--- src/rtl/ddr_timing_monitor_if.sv ---
// DDR4 command bus as seen between controller and DRAM.
// The controller side drives it; the timing monitor only observes it.
interface ddr_timing_monitor_if #(
   parameter int BG_W = 2,
   parameter int BA_W = 2
) ();
   logic            cs_n;
   logic            act_n;
   logic            ras_n_a16;
   logic            cas_n_a15;
   logic            we_n_a14;
   logic            a10;
   logic [BG_W-1:0] bg_addr;
   logic [BA_W-1:0] ba_addr;

   modport master (
      output cs_n, act_n, ras_n_a16, cas_n_a15, we_n_a14, a10, bg_addr, ba_addr
   );

   modport slave (
      input  cs_n, act_n, ras_n_a16, cas_n_a15, we_n_a14, a10, bg_addr, ba_addr
   );
endinterface

--- src/rtl/ddr_timing_monitor.sv ---
// DDR4 command-bus timing monitor.
// Tracks per-bank open/closed state and per-bank/global spacing timers. It
// flags violations as registered one-cycle pulses, sticky flags, a saturating
// count of violating cycles and last-offender information.
// Timers load T-1 when the first command of a pair issues and count down to 0.
// A later command is therefore legal exactly when its timer already reads 0.
module ddr_timing_monitor #(
   parameter int BG_W    = 2,
   parameter int BA_W    = 2,
   parameter int T_RCD   = 12,
   parameter int T_RP    = 12,
   parameter int T_RAS   = 28,
   parameter int T_CCD   = 4,
   parameter int T_RD2WR = 9,
   parameter int T_WR2RD = 20,
   parameter int T_RTP   = 6,
   parameter int T_WTP   = 26,
   parameter int T_REFI  = 6240,
   parameter int CNT_W   = 16
) (
   input  logic                                clock_t,
   input  logic                                reset_n,
   input  logic                                en,
   input  logic                                clr,
   ddr_timing_monitor_if.slave                 cmd_bus,
   output logic [8:0]                          viol_pulse,
   output logic [8:0]                          viol_sticky,
   output logic [CNT_W-1:0]                    viol_count,
   output logic [3:0]                          last_code,
   output logic [BG_W+BA_W-1:0]                last_bank,
   output logic [(2**(BG_W+BA_W))-1:0]         bank_open
);

   localparam int BK_W = BG_W + BA_W;
   localparam int NB   = 2**BK_W;

   function automatic int max2(int a, int b);
      return (a > b) ? a : b;
   endfunction

   localparam int T_MAX = max2(max2(max2(T_RCD, T_RP), max2(T_RAS, T_CCD)),
                               max2(max2(T_RD2WR, T_WR2RD), max2(T_RTP, T_WTP)));
   localparam int TMR_W = $clog2(T_MAX + 1);
   localparam int REF_W = $clog2(T_REFI + 1);

   typedef logic [TMR_W-1:0] tmr_t;

   typedef enum logic [2:0] {
      CMD_NONE,
      CMD_ACT,
      CMD_REF,
      CMD_PRE,
      CMD_RD,
      CMD_WR
   } cmd_e;

   localparam tmr_t LD_RCD   = tmr_t'(T_RCD - 1);
   localparam tmr_t LD_RP    = tmr_t'(T_RP - 1);
   localparam tmr_t LD_RAS   = tmr_t'(T_RAS - 1);
   localparam tmr_t LD_CCD   = tmr_t'(T_CCD - 1);
   localparam tmr_t LD_RD2WR = tmr_t'(T_RD2WR - 1);
   localparam tmr_t LD_WR2RD = tmr_t'(T_WR2RD - 1);
   localparam tmr_t LD_RTP   = tmr_t'(T_RTP - 1);
   localparam tmr_t LD_WTP   = tmr_t'(T_WTP - 1);

   localparam logic [REF_W-1:0] REF_MAX  = REF_W'(T_REFI);
   localparam logic [REF_W-1:0] REF_LAST = REF_W'(T_REFI - 1);

   function automatic tmr_t dec(tmr_t t);
      return (t == '0) ? '0 : t - tmr_t'(1);
   endfunction

   // Decoded command and its target bank
   cmd_e            cmd;
   logic [BK_W-1:0] bank;

   // Bank state and timers
   logic [NB-1:0]   open_q, open_d;
   tmr_t            rcd_q [NB], rcd_d [NB];
   tmr_t            rp_q  [NB], rp_d  [NB];
   tmr_t            ras_q [NB], ras_d [NB];
   tmr_t            rtp_q [NB], rtp_d [NB];
   tmr_t            wtp_q [NB], wtp_d [NB];
   tmr_t            ccd_rd_q, ccd_rd_d;
   tmr_t            ccd_wr_q, ccd_wr_d;
   tmr_t            rd2wr_q, rd2wr_d;
   tmr_t            wr2rd_q, wr2rd_d;
   logic [REF_W-1:0] ref_cnt_q, ref_cnt_d;

   // Violations detected for the command on the bus this cycle
   logic [8:0]      viol;
   logic [BK_W-1:0] viol_bank;
   logic [3:0]      low_code;

   // Reporting registers
   logic [8:0]      pulse_q, pulse_d;
   logic [8:0]      sticky_q, sticky_d;
   logic [CNT_W-1:0] count_q, count_d;
   logic [3:0]      code_q, code_d;
   logic [BK_W-1:0] lbank_q, lbank_d;

   // Decode the bus; deselect, disabled monitor and MRS/ZQ/NOP all mean no command
   always_comb begin
      // NOTE: every always_comb output is given a default first so no path can infer a latch.
      cmd  = CMD_NONE;
      bank = {cmd_bus.bg_addr, cmd_bus.ba_addr};
      if (en && !cmd_bus.cs_n) begin
         if (!cmd_bus.act_n) begin
            cmd = CMD_ACT;
         end else begin
            case ({cmd_bus.ras_n_a16, cmd_bus.cas_n_a15, cmd_bus.we_n_a14})
               3'b001:  cmd = CMD_REF;
               3'b010:  cmd = CMD_PRE;
               3'b101:  cmd = CMD_RD;
               3'b100:  cmd = CMD_WR;
               default: cmd = CMD_NONE;
            endcase
         end
      end
   end

   // Check the command against pre-command state, then apply its effect on banks and timers
   always_comb begin
      open_d    = open_q;
      ccd_rd_d  = dec(ccd_rd_q);
      ccd_wr_d  = dec(ccd_wr_q);
      rd2wr_d   = dec(rd2wr_q);
      wr2rd_d   = dec(wr2rd_q);
      for (int i = 0; i < NB; i++) begin
         rcd_d[i] = dec(rcd_q[i]);
         rp_d[i]  = dec(rp_q[i]);
         ras_d[i] = dec(ras_q[i]);
         rtp_d[i] = dec(rtp_q[i]);
         wtp_d[i] = dec(wtp_q[i]);
      end
      ref_cnt_d = ref_cnt_q;
      viol      = '0;
      viol_bank = bank;

      case (cmd)
         CMD_ACT: begin
            viol[0]      = open_q[bank];
            viol[1]      = (rp_q[bank] != '0);
            open_d[bank] = 1'b1;
            rcd_d[bank]  = LD_RCD;
            ras_d[bank]  = LD_RAS;
         end
         CMD_RD: begin
            viol[2]     = (rcd_q[bank] != '0);
            viol[3]     = !open_q[bank];
            viol[4]     = (ccd_rd_q != '0);
            viol[5]     = (wr2rd_q != '0);
            ccd_rd_d    = LD_CCD;
            rd2wr_d     = LD_RD2WR;
            rtp_d[bank] = LD_RTP;
         end
         CMD_WR: begin
            viol[2]     = (rcd_q[bank] != '0);
            viol[3]     = !open_q[bank];
            viol[4]     = (ccd_wr_q != '0);
            viol[5]     = (rd2wr_q != '0);
            ccd_wr_d    = LD_CCD;
            wr2rd_d     = LD_WR2RD;
            wtp_d[bank] = LD_WTP;
         end
         CMD_PRE: begin
            // Walk downwards so the lowest violating bank is the one reported
            for (int i = NB - 1; i >= 0; i--) begin
               if (open_q[i] && (cmd_bus.a10 || (bank == BK_W'(i)))) begin
                  if (ras_q[i] != '0) begin
                     viol[6]   = 1'b1;
                     viol_bank = BK_W'(i);
                  end
                  if ((rtp_q[i] != '0) || (wtp_q[i] != '0)) begin
                     viol[7]   = 1'b1;
                     viol_bank = BK_W'(i);
                  end
                  open_d[i] = 1'b0;
                  rp_d[i]   = LD_RP;
               end
            end
         end
         default: ;
      endcase

      // Refresh interval counts enabled cycles only and saturates so it fires once
      if (en) begin
         if (cmd == CMD_REF) begin
            ref_cnt_d = '0;
         end else if (ref_cnt_q != REF_MAX) begin
            ref_cnt_d = ref_cnt_q + 1'b1;
            viol[8]   = (ref_cnt_q == REF_LAST);
         end
      end
   end

   // Fold this cycle's violations into the reporting registers; clr wins
   always_comb begin
      low_code = '0;
      for (int k = 8; k >= 0; k--) begin
         if (viol[k]) low_code = 4'(k);
      end
      pulse_d  = viol;
      sticky_d = sticky_q | viol;
      count_d  = count_q;
      code_d   = code_q;
      lbank_d  = lbank_q;
      if (|viol) begin
         if (count_q != '1) count_d = count_q + 1'b1;
         code_d = low_code;
         // A refresh-only violation has no offending command, so the bank is kept
         if (|viol[7:0]) lbank_d = viol_bank;
      end
      if (clr) begin
         sticky_d = '0;
         count_d  = '0;
         code_d   = '0;
         lbank_d  = '0;
      end
   end

   // State register with synchronous active-low reset
   always_ff @(posedge clock_t) begin
      // NOTE: sequential state uses non-blocking assignments so all flops sample pre-edge values.
      if (!reset_n) begin
         open_q    <= '0;
         ccd_rd_q  <= '0;
         ccd_wr_q  <= '0;
         rd2wr_q   <= '0;
         wr2rd_q   <= '0;
         // NOTE: the timer arrays are flops rather than a RAM, so they are reset like any register.
         for (int i = 0; i < NB; i++) begin
            rcd_q[i] <= '0;
            rp_q[i]  <= '0;
            ras_q[i] <= '0;
            rtp_q[i] <= '0;
            wtp_q[i] <= '0;
         end
         ref_cnt_q <= '0;
         pulse_q   <= '0;
         sticky_q  <= '0;
         count_q   <= '0;
         code_q    <= '0;
         lbank_q   <= '0;
      end else begin
         open_q    <= open_d;
         ccd_rd_q  <= ccd_rd_d;
         ccd_wr_q  <= ccd_wr_d;
         rd2wr_q   <= rd2wr_d;
         wr2rd_q   <= wr2rd_d;
         for (int i = 0; i < NB; i++) begin
            rcd_q[i] <= rcd_d[i];
            rp_q[i]  <= rp_d[i];
            ras_q[i] <= ras_d[i];
            rtp_q[i] <= rtp_d[i];
            wtp_q[i] <= wtp_d[i];
         end
         ref_cnt_q <= ref_cnt_d;
         pulse_q   <= pulse_d;
         sticky_q  <= sticky_d;
         count_q   <= count_d;
         code_q    <= code_d;
         lbank_q   <= lbank_d;
      end
   end

   assign viol_pulse  = pulse_q;
   assign viol_sticky = sticky_q;
   assign viol_count  = count_q;
   assign last_code   = code_q;
   assign last_bank   = lbank_q;
   assign bank_open   = open_q;

endmodule

--- src/flat_wrapper.sv ---
// flat-port wrapper written by rule: the top's interface ports become plain ports
module ddr_timing_monitor_flat 
#(
   parameter int BG_W    = 2,
   parameter int BA_W    = 2,
   parameter int T_RCD   = 12,
   parameter int T_RP    = 12,
   parameter int T_RAS   = 28,
   parameter int T_CCD   = 4,
   parameter int T_RD2WR = 9,
   parameter int T_WR2RD = 20,
   parameter int T_RTP   = 6,
   parameter int T_WTP   = 26,
   parameter int T_REFI  = 6240,
   parameter int CNT_W   = 16
)
  (clock_t, reset_n, en, clr, viol_pulse, viol_sticky, viol_count, last_code, last_bank, bank_open, cmd_bus_cs_n, cmd_bus_act_n, cmd_bus_ras_n_a16, cmd_bus_cas_n_a15, cmd_bus_we_n_a14, cmd_bus_a10, cmd_bus_bg_addr, cmd_bus_ba_addr);
  ddr_timing_monitor_if #(.BG_W(BG_W), .BA_W(BA_W)) cmd_bus_i ();
  input  logic clock_t;
  input  logic reset_n;
  input  logic en;
  input  logic clr;
  output logic [8:0] viol_pulse;
  output logic [8:0] viol_sticky;
  output logic [CNT_W-1:0] viol_count;
  output logic [3:0] last_code;
  output logic [BG_W+BA_W-1:0] last_bank;
  output logic [(2**(BG_W+BA_W))-1:0] bank_open;
  input wire logic [$bits(cmd_bus_i.cs_n)-1:0] cmd_bus_cs_n;
  input wire logic [$bits(cmd_bus_i.act_n)-1:0] cmd_bus_act_n;
  input wire logic [$bits(cmd_bus_i.ras_n_a16)-1:0] cmd_bus_ras_n_a16;
  input wire logic [$bits(cmd_bus_i.cas_n_a15)-1:0] cmd_bus_cas_n_a15;
  input wire logic [$bits(cmd_bus_i.we_n_a14)-1:0] cmd_bus_we_n_a14;
  input wire logic [$bits(cmd_bus_i.a10)-1:0] cmd_bus_a10;
  input wire logic [$bits(cmd_bus_i.bg_addr)-1:0] cmd_bus_bg_addr;
  input wire logic [$bits(cmd_bus_i.ba_addr)-1:0] cmd_bus_ba_addr;
  assign cmd_bus_i.cs_n = cmd_bus_cs_n;
  assign cmd_bus_i.act_n = cmd_bus_act_n;
  assign cmd_bus_i.ras_n_a16 = cmd_bus_ras_n_a16;
  assign cmd_bus_i.cas_n_a15 = cmd_bus_cas_n_a15;
  assign cmd_bus_i.we_n_a14 = cmd_bus_we_n_a14;
  assign cmd_bus_i.a10 = cmd_bus_a10;
  assign cmd_bus_i.bg_addr = cmd_bus_bg_addr;
  assign cmd_bus_i.ba_addr = cmd_bus_ba_addr;
  ddr_timing_monitor #(.BG_W(BG_W), .BA_W(BA_W), .T_RCD(T_RCD), .T_RP(T_RP), .T_RAS(T_RAS), .T_CCD(T_CCD), .T_RD2WR(T_RD2WR), .T_WR2RD(T_WR2RD), .T_RTP(T_RTP), .T_WTP(T_WTP), .T_REFI(T_REFI), .CNT_W(CNT_W)) u_core (.clock_t(clock_t), .reset_n(reset_n), .en(en), .clr(clr), .cmd_bus(cmd_bus_i), .viol_pulse(viol_pulse), .viol_sticky(viol_sticky), .viol_count(viol_count), .last_code(last_code), .last_bank(last_bank), .bank_open(bank_open));
endmodule
--- config.mk ---
export PLATFORM = sky130hd
export DESIGN_NAME = ddr_timing_monitor_flat
export DESIGN_NICKNAME = d
export VERILOG_FILES = /design/src/rtl/ddr_timing_monitor_if.sv /design/src/rtl/ddr_timing_monitor.sv /design/src/flat_wrapper.sv
export SDC_FILE = /design/constraint.sdc
export NUM_CORES = 1
export LEC_CHECK = 0
export CAP_MARGIN = 10
export CORE_UTILIZATION = 50
export CTS_BUF_LIST = sky130_fd_sc_hd__clkbuf_2 sky130_fd_sc_hd__clkbuf_4 sky130_fd_sc_hd__clkbuf_8
export DETAILED_ROUTE_END_ITERATION = 8
export PLACE_DENSITY = 0.7
export SKIP_CTS_REPAIR_TIMING = 1
export SLEW_MARGIN = 25
export SYNTH_ARGS = -nofsm -noshare
export SYNTH_HDL_FRONTEND = slang
export SYNTH_SLANG_ARGS = --single-unit
--- constraint.sdc ---
create_clock -name clock_t -period 3.4 [get_ports clock_t]
set_clock_uncertainty 0.1 [all_clocks]
set_input_delay 0.85 -clock clock_t [delete_from_list [all_inputs] [get_ports clock_t]]
set_output_delay 0.85 -clock clock_t [all_outputs]
set_load 0.05 [all_outputs]
* Word level (Yosys, flattened, before mapping) *
Memory sizes are Yosys's and may differ from the RTL's.
Index checks and enable logic that the tools add are counted.

word-level totals
  flip-flop bits (word level) = 91
  RAM bits = 400
  input port bits = 14
  logic and storage cells = 822
  memories = 5

cells by class
  add/sub/neg operators = 86
  order comparisons = 4
  eq/ne operators = 43
  mux-type cells = 338
  bitwise operators = 96
  reductions and logical operators = 220

memories
  name          words  bits a word  read ports  clocked after memory_dff  wr ports  line                      text
  u_core.ras_q  16     5            16          0                         16        ddr_timing_monitor.sv:81  tmr_t ras_q [NB], ras_d [NB];
  u_core.rcd_q  16     5            17          0                         16        ddr_timing_monitor.sv:79  tmr_t rcd_q [NB], rcd_d [NB];
  u_core.rp_q   16     5            17          0                         16        ddr_timing_monitor.sv:80  tmr_t rp_q [NB], rp_d [NB];
  u_core.rtp_q  16     5            16          0                         16        ddr_timing_monitor.sv:82  tmr_t rtp_q [NB], rtp_d [NB];
  u_core.wtp_q  16     5            16          0                         16        ddr_timing_monitor.sv:83  tmr_t wtp_q [NB], wtp_d [NB];

operator list
  kind                   number
  $mux W5                179
  $logic_not A5 Y1       84
  $sub A5 B1 Y5 const B  84
  $mux W80               5
  $reduce_bool A5 Y1     54
  $mux W4                63
  $or A48 B48 Y48        2
  $or A1 B1 Y1           80
  $and A32 B32 Y32       2
  $not A32 Y32           2
  $or A64 B64 Y64        1
  $mux W1                55
  $mux W2                26
  $and A48 B48 Y48       1
  $not A48 Y48           1
  $reduce_and A2 Y1      19
  $eq A4 B4 Y1 const B   8
  $logic_or A1 B1 Y1     32
  $ne A2 B1 Y1 const B   16
  $or A32 B32 Y32        1
  $pmux W16 S2           1
  $mux W13               2
  $demux W5 S4           1
  $logic_and A1 B1 Y1    19
  33 further kinds       49

* Logic depth before layout (Yosys ltp) *
Gate-level depths: netlist of the first run.
An unclocked memory read counts as a cell.

  word-level depth = 54
  gate-level depth with buffers = 14
  mapped depth without buffers = 11

* Worst setup path after synthesis of the first run *
OpenSTA, ideal clock, no wires.

  kind = input-to-reg
  from = in cmd_bus_ba_addr[1]
  to = reg u_core.count_q[3], in the netlist u_core.viol_count[3]
  setup time = 0.116 ns
  data arrival time = 3.255 ns
  slack = -0.071 ns
  stages on the path = 12
  path through = buf_6 -> buf_6 -> buf_6 -> and4_4 -> o21ai_1 -> o22ai_2 -> nor4_2 -> a31oi_2 -> nor4_4 -> a31oi_4 -> buf_6 -> a41o_1

on the way
  cells in the longest elaborated chain, start to end = 41

RTL lines
  element                            line                                                  text
  start: declaration                 flat_wrapper.sv:36                                    input wire logic [$bits(cmd_bus_i.ba_addr)-1:0] cmd_bus_ba_addr;
  $eq A4 B4 Y1                       ddr_timing_monitor.sv:169                             if (open_q[i] && (cmd_bus.a10 || (bank == BK_W'(i)))) begin
  $logic_or A1 B1 Y1                 ddr_timing_monitor.sv:169
  $logic_and A1 B1 Y1                ddr_timing_monitor.sv:169
  $mux W2                            ddr_timing_monitor.sv:169
  $mux W1, on equally long branches  ddr_timing_monitor.sv:170, ddr_timing_monitor.sv:174
  $mux W2                            ddr_timing_monitor.sv:169
  $mux W1, on equally long branches  ddr_timing_monitor.sv:170, ddr_timing_monitor.sv:174
  $mux W2                            ddr_timing_monitor.sv:169
  [... 25 more ...]                  -
  $mux W2                            ddr_timing_monitor.sv:169
  $mux W1, on equally long branches  ddr_timing_monitor.sv:170, ddr_timing_monitor.sv:174
  $mux W2                            ddr_timing_monitor.sv:169
  $mux W1, on equally long branches  ddr_timing_monitor.sv:170, ddr_timing_monitor.sv:174
  $mux W2                            ddr_timing_monitor.sv:169
  $mux W2                            ddr_timing_monitor.sv:140                             case (cmd)
  $reduce_or A9 Y1 *                 ddr_timing_monitor.sv:208                             if (|viol) begin
  $reduce_and A2 Y1 (no line) *      -
  end signal: assignment             ddr_timing_monitor.sv:261                             count_q <= count_d;
  end: declaration                   ddr_timing_monitor.sv:98                              logic [CNT_W-1:0] count_q, count_d;

Mark *: on every way between the ends. The rest lies on a longest branch, timed or not. The select of a mux whose other input is x is not followed.
A chain may end at the register's enable or synchronous reset.

* Worst setup path after layout of the first run *
  from = in cmd_bus_bg_addr[0]
  to = reg u_core.count_q[5], in the netlist u_core.viol_count[5]

on the way
  cells in the longest elaborated chain, start to end = 41

RTL lines
  element                            line                                                  text
  start: declaration                 flat_wrapper.sv:35                                    input wire logic [$bits(cmd_bus_i.bg_addr)-1:0] cmd_bus_bg_addr;
  $eq A4 B4 Y1                       ddr_timing_monitor.sv:169
  $logic_or A1 B1 Y1                 ddr_timing_monitor.sv:169
  $logic_and A1 B1 Y1                ddr_timing_monitor.sv:169
  $mux W2                            ddr_timing_monitor.sv:169
  $mux W1, on equally long branches  ddr_timing_monitor.sv:170, ddr_timing_monitor.sv:174
  $mux W2                            ddr_timing_monitor.sv:169
  $mux W1, on equally long branches  ddr_timing_monitor.sv:170, ddr_timing_monitor.sv:174
  $mux W2                            ddr_timing_monitor.sv:169
  [... 25 more ...]                  -
  $mux W2                            ddr_timing_monitor.sv:169
  $mux W1, on equally long branches  ddr_timing_monitor.sv:170, ddr_timing_monitor.sv:174
  $mux W2                            ddr_timing_monitor.sv:169
  $mux W1, on equally long branches  ddr_timing_monitor.sv:170, ddr_timing_monitor.sv:174
  $mux W2                            ddr_timing_monitor.sv:169
  $mux W2                            ddr_timing_monitor.sv:140
  $reduce_or A9 Y1 *                 ddr_timing_monitor.sv:208
  $reduce_and A2 Y1 (no line) *      -

Marks and branches as above.

==> results of run 1 <==
-- placed cells by master, fill, tap and decap left out, types with 70 or more instances in the layout --
cell type | synthesis | layout
nor3_1 | 150 | 147
clkbuf_8 | 0 | 99
a21oi_1 | 115 | 115
clkdlybuf4s50_1 | 0 | 70
dfxtp_1 | 491 | 491
ha_1 | 93 | 92
inv_1 | 189 | 188
nor2_1 | 694 | 690
buf_4 | 3 | 148
nand2_1 | 237 | 237
o21ai_0 | 99 | 99
xnor2_1 | 142 | 142
-- sequential cells by signal, indices dropped and copies added, names as in the netlist, 9 cells and up --
signal	flops
u_core.bank_open	16
u_core.ras_q	80
u_core.rcd_q	80
u_core.ref_cnt_q	13
u_core.rp_q	80
u_core.rtp_q	80
u_core.viol_count	16
u_core.viol_pulse	9
u_core.viol_sticky	9
u_core.wtp_q	80
-- layout make-up --
cell class                      count  share of cell area (%)
Clock buffer                      121                   5.862
Sequential cell                   491                   37.71
Antenna cell                        2                 0.01920
Timing Repair Buffer              228                   7.720
Inverter                          189                   2.741
Clock inverter                     20                  0.8497
Multi-Input combinational cell   1946                   42.29
Tap cell                          585                   2.808
-- layer usage --
| metal | track usage (%) | share of wire [%] | up-vias |
|---|---|---|---|
| met3 | 4.326 | 6.1 | 112 |
| met1 | 32.68 | 44 | 9030 |
| met4 | 10.94 | 3.4 | 0 |
| met5 | 0 | 0 | - |
| li1 | - | - | 9456 |
| met2 | 42.58 | 46 | 549 |
-- cells by family (layout without fill, tap and decap cells) --
family          Yosys count  in the layout  share of synthesized area [%]
mux                      11             11                         0.7561
flops                   491            491                          45.00
compound gates          343            343                          9.468
xor+xnor                175            175                          7.016
buf+inv                 265            558                          4.886
other cells               0              2                              0
fa+ha+maj                93             93                          5.327
simple gates           1324           1324                          27.55
-- stage by stage --
step | setup WS (ns) | total power, mW | instances
2_1_floorplan | 0.01049 | 17.12 | 2702
3_3_place_gp | -0.5045 | 19.58 | 3438
3_5_place_dp | -0.5593 | 20.12 | 3438
4_1_cts | 0.01659 | 25.79 | 3579
5_1_grt | 0.002299 | 27.95 | 3582
6_report | 0.06056 | 25.78 | 3582
-- synth_stat cells (12+ instances only) --
master / instances
a21oi_1: 115
nor4_1: 16
nand2b_1: 15
nor2_1: 694
nand2_1: 237
clkbuf_1: 60
nor2b_1: 12
nand4_1: 17
nor4b_1: 22
xnor2_1: 142
nand3_1: 49
dfxtp_1: 491
xor2_1: 33
o21ai_0: 99
ha_1: 93
o22ai_1: 26
or4b_1: 15
or4b_2: 13
a21o_1: 12
o21ai_1: 12
inv_1: 189
nor3_1: 150
and3_1: 12
and2_1: 13
-- power groups by stage --
stage / Combinational (mW) / Clock, mW / Sequential [mW]
2_1_floorplan: 8.33 / 0 / 8.78
3_3_place_gp: 10.6 / 0 / 8.98
3_5_place_dp: 11.0 / 0 / 9.07
4_1_cts: 11.2 / 5.66 / 8.98
5_1_grt: 12.8 / 5.93 / 9.23
6_report: 11.2 / 5.54 / 9.01
-- worst min-delay path, stage by stage (launching register included) --
cell     delay [ns]
dfxtp_1        0.31
nand2_1        0.05
nor2_1         0.03
-- how the worst max path moves through the flow --
| stage | startpoint | to | cells past startpoint |
|---|---|---|---|
| 3_5_place_dp | cmd_bus_bg_addr[0] | u_core.last_bank[0]$_SDFFE_PP0P_ | 13 |
| 4_1_cts | u_core.ras_q[2][10]$_SDFF_PN0_ | u_core.last_bank[0]$_SDFFE_PP0P_ | 13 |
| 5_1_grt | u_core.rtp_q[4][0]$_SDFF_PN0_ | u_core.last_bank[0]$_SDFFE_PP0P_ | 13 |
| 2_1_floorplan | cmd_bus_ba_addr[0] | u_core.viol_count[0]$_SDFFE_PP0P_ | 12 |
| 3_3_place_gp | cmd_bus_ba_addr[0] | u_core.viol_count[12]$_SDFFE_PP0P_ | 12 |
| 6_report | cmd_bus_bg_addr[0] | u_core.viol_count[5]$_SDFFE_PP0P_ | 14 |
==> summary.md, run 1 <==
| Metric | Value |
|---|---|
| Sinks on the clock net | `491` |
| Fraction of power consumed by sequential logic | `about a third` |
| Slowest stage cell on the critical path | `nor4b_1` |
| Internal Dissipation | `15.84 mW` |
| DRC marker count from the first detailed-route iteration | `1482` |
| Worst hold-check slack | `0.3308 ns` |
| Worst setup path category | `primary input to register` |
| WP data arrival | `~3.8 ns` |
| Number of instances on the worst hold path | `2` |
| Antenna violations before repair | `1` |
| Maximum operating frequency | `299.5 MHz` |
| Number of global-route vias before repair | `18280` |
| Slew of the pin with the lowest slew margin | `around 0.86 ns` |
| Flip-flop and latch count after synthesis | `491` |
| Most used cell along the critical path | `buf_4` |
| Num ports | `72` |
| Footprint of the flip-flops and latches | `roughly 10000 sq um` |
| Sort of element at the start of the critical path | `primary input` |
| Hold EP | `u_core.rd2wr_q[4]$_SDFF_PP0_` |
| Drt total wl | `56170 microns` |
| Max-capacitance violation count | `0` |
| Post-Synthesis Mean Instance Area | `8.085 sq um` |
| TritonCTS clock tree | `built` |
| Final estimated routing congestion in global placement | `0.9636` |
| Layout fillers | `around 3700` |
| Instance count of the mapped netlist | `2702` |
| Overall die width | `between 200 and 250 microns` |
| Sw power | `9.944 mW` |
| Count of standard-cell rows | `76` |
| Vertical die dimension | `211.0 microns` |
| Top cells by area, synth | `dfxtp_1, nor2_1, xnor2_1` |
| Final period utilization | `98.22%` |
| Cell area after synthesis | `21840 sq um` |
| FF-to-FF End | `u_core.viol_count[13]$_SDFFE_PP0P_` |
| Cell-by-cell trace of the critical path | `clkdlybuf4s50_1 -> buf_4 -> buf_4 -> nor4b_1 -> o21ai_2 -> o22ai_1 -> nor4_2 -> a31oi_2 -> nor4_4 -> buf_4 -> a31oi_4 -> buf_12 -> a31oi_1 -> a41o_1` |
| Core Box Area | `43080 sq um` |
| Worst reg2reg path depth | `13` |
| Required arrival time at the worst endpoint | `3.85 ns` |
| Antenna violation net count after detailed routing | `0` |
| Number of max-slew violations in the final report | `0` |
| Number of synthesized flops with an enable pin | `0` |
| Final worst path period need | `3.339 ns` |
| Number of vias in the routed layout | `19150` |
| Maximum clock path buffer count | `3` |
| Number of hold violations in the final report | `0` |
| Crit-path leading delay family | `compound AO/OA/AOI/OAI gates` |
| Total power per unit cell area | `989.1 nW/um^2` |
| Deepest level of the CTS H-tree | `3` |
| First-pass GRT wire length | `91330 microns` |
| Endpoint type of the worst setup path | `register` |
| Worst-skew pair later-pin latency | `about 0.68 ns` |
| Maximum fanout along the worst path | `19` |
| Leakage power total | `10.74 nW` |
| Syn-to-layout area delta | `19.31%` |
| Slowest Stage Delay on Critical Path | `between 0.4 and 0.5 ns` |
| Mean routed wirelength per cell | `15.68 microns` |
| Synth warnings | `0` |
| Post-Syn Nets | `between 2000 and 3000` |
| Slack of the worst reg-to-reg path | `0.11 ns` |
| Cell area after placement | `approximately 24000 sq um` |
| Remaining Overflow, GRT | `0` |
| Via density per instance | `5.345` |
| Number of distinct library cell variants in the gate-level netlist after synthesis | `80` |
| Run status | `completed` |
| Setup tns final | `0 ns` |
| Cell taking the most area after synthesis | `dfxtp_1` |
| Total half-perimeter wirelength after legalization and detailed placement | `41460 microns` |
| Initial Util | `50.71%` |
| Total buffers and inverters traversed by the critical path | `5` |
| Source of the worst hold timing path | `u_core.rd2wr_q[4]$_SDFF_PP0_` |
| Overall Global Routing Usage | `25.60%` |
| Nets@finish | `3044` |
| Startpoint of the most critical register-to-register path | `u_core.wtp_q[4][0]$_SDFF_PN0_` |
| Pre-antenna DRT Iters | `5` |
| Post-route cell area | `26060 sq um` |
| DRC Markers | `0` |
| Proportion of layout cells with a drive suffix above 1 | `~12%` |
| CTS Root Cell | `clkbuf_8` |
| Maximum number of pins on one net before global-route repair | `83` |
| CTS Buf Count | `81` |
| Unrepaired setup endpoints after global routing | `no` |
| Hold Crit Class | `register to register` |
| Worst relative slew slack | `41.82%` |
| Proportion of register bits with asynchronous set or reset after synthesis | `0%` |
| Number of port buffers | `71` |
| Area share of the largest cell type after synthesis | `between 40 and 50%` |
| Dominant synthesized flop cell | `dfxtp_1` |
| Multi-input gate area in the final layout | `between 10000 and 15000 sq um` |
| Share of the yosys chip area belonging to registers | `about 45%` |
| Fraction of power consumed by combinational cells | `43.6%` |
| Relative contribution of the clock network to total power | `a little over a fifth` |
| Maximum vdd drop | `0.5503 mV` |
| Switching share of power | `38.57%` |
| Clock edge transition at the registers on the reported setup and hold paths | `0.06 ns` |
| Final setup violating endpoints | `0` |
| Total die area | `44530 sq um` |
| Final core area utilization | `60.50%` |
Note: power is estimated with default switching activity, not from simulation.
==> inputs of run 2 (changes only) <==
SLEW_MARGIN = 20   (was 25)
==> results of run 2 <==
Final layout, timing and power as in run 1 (identical DEF).
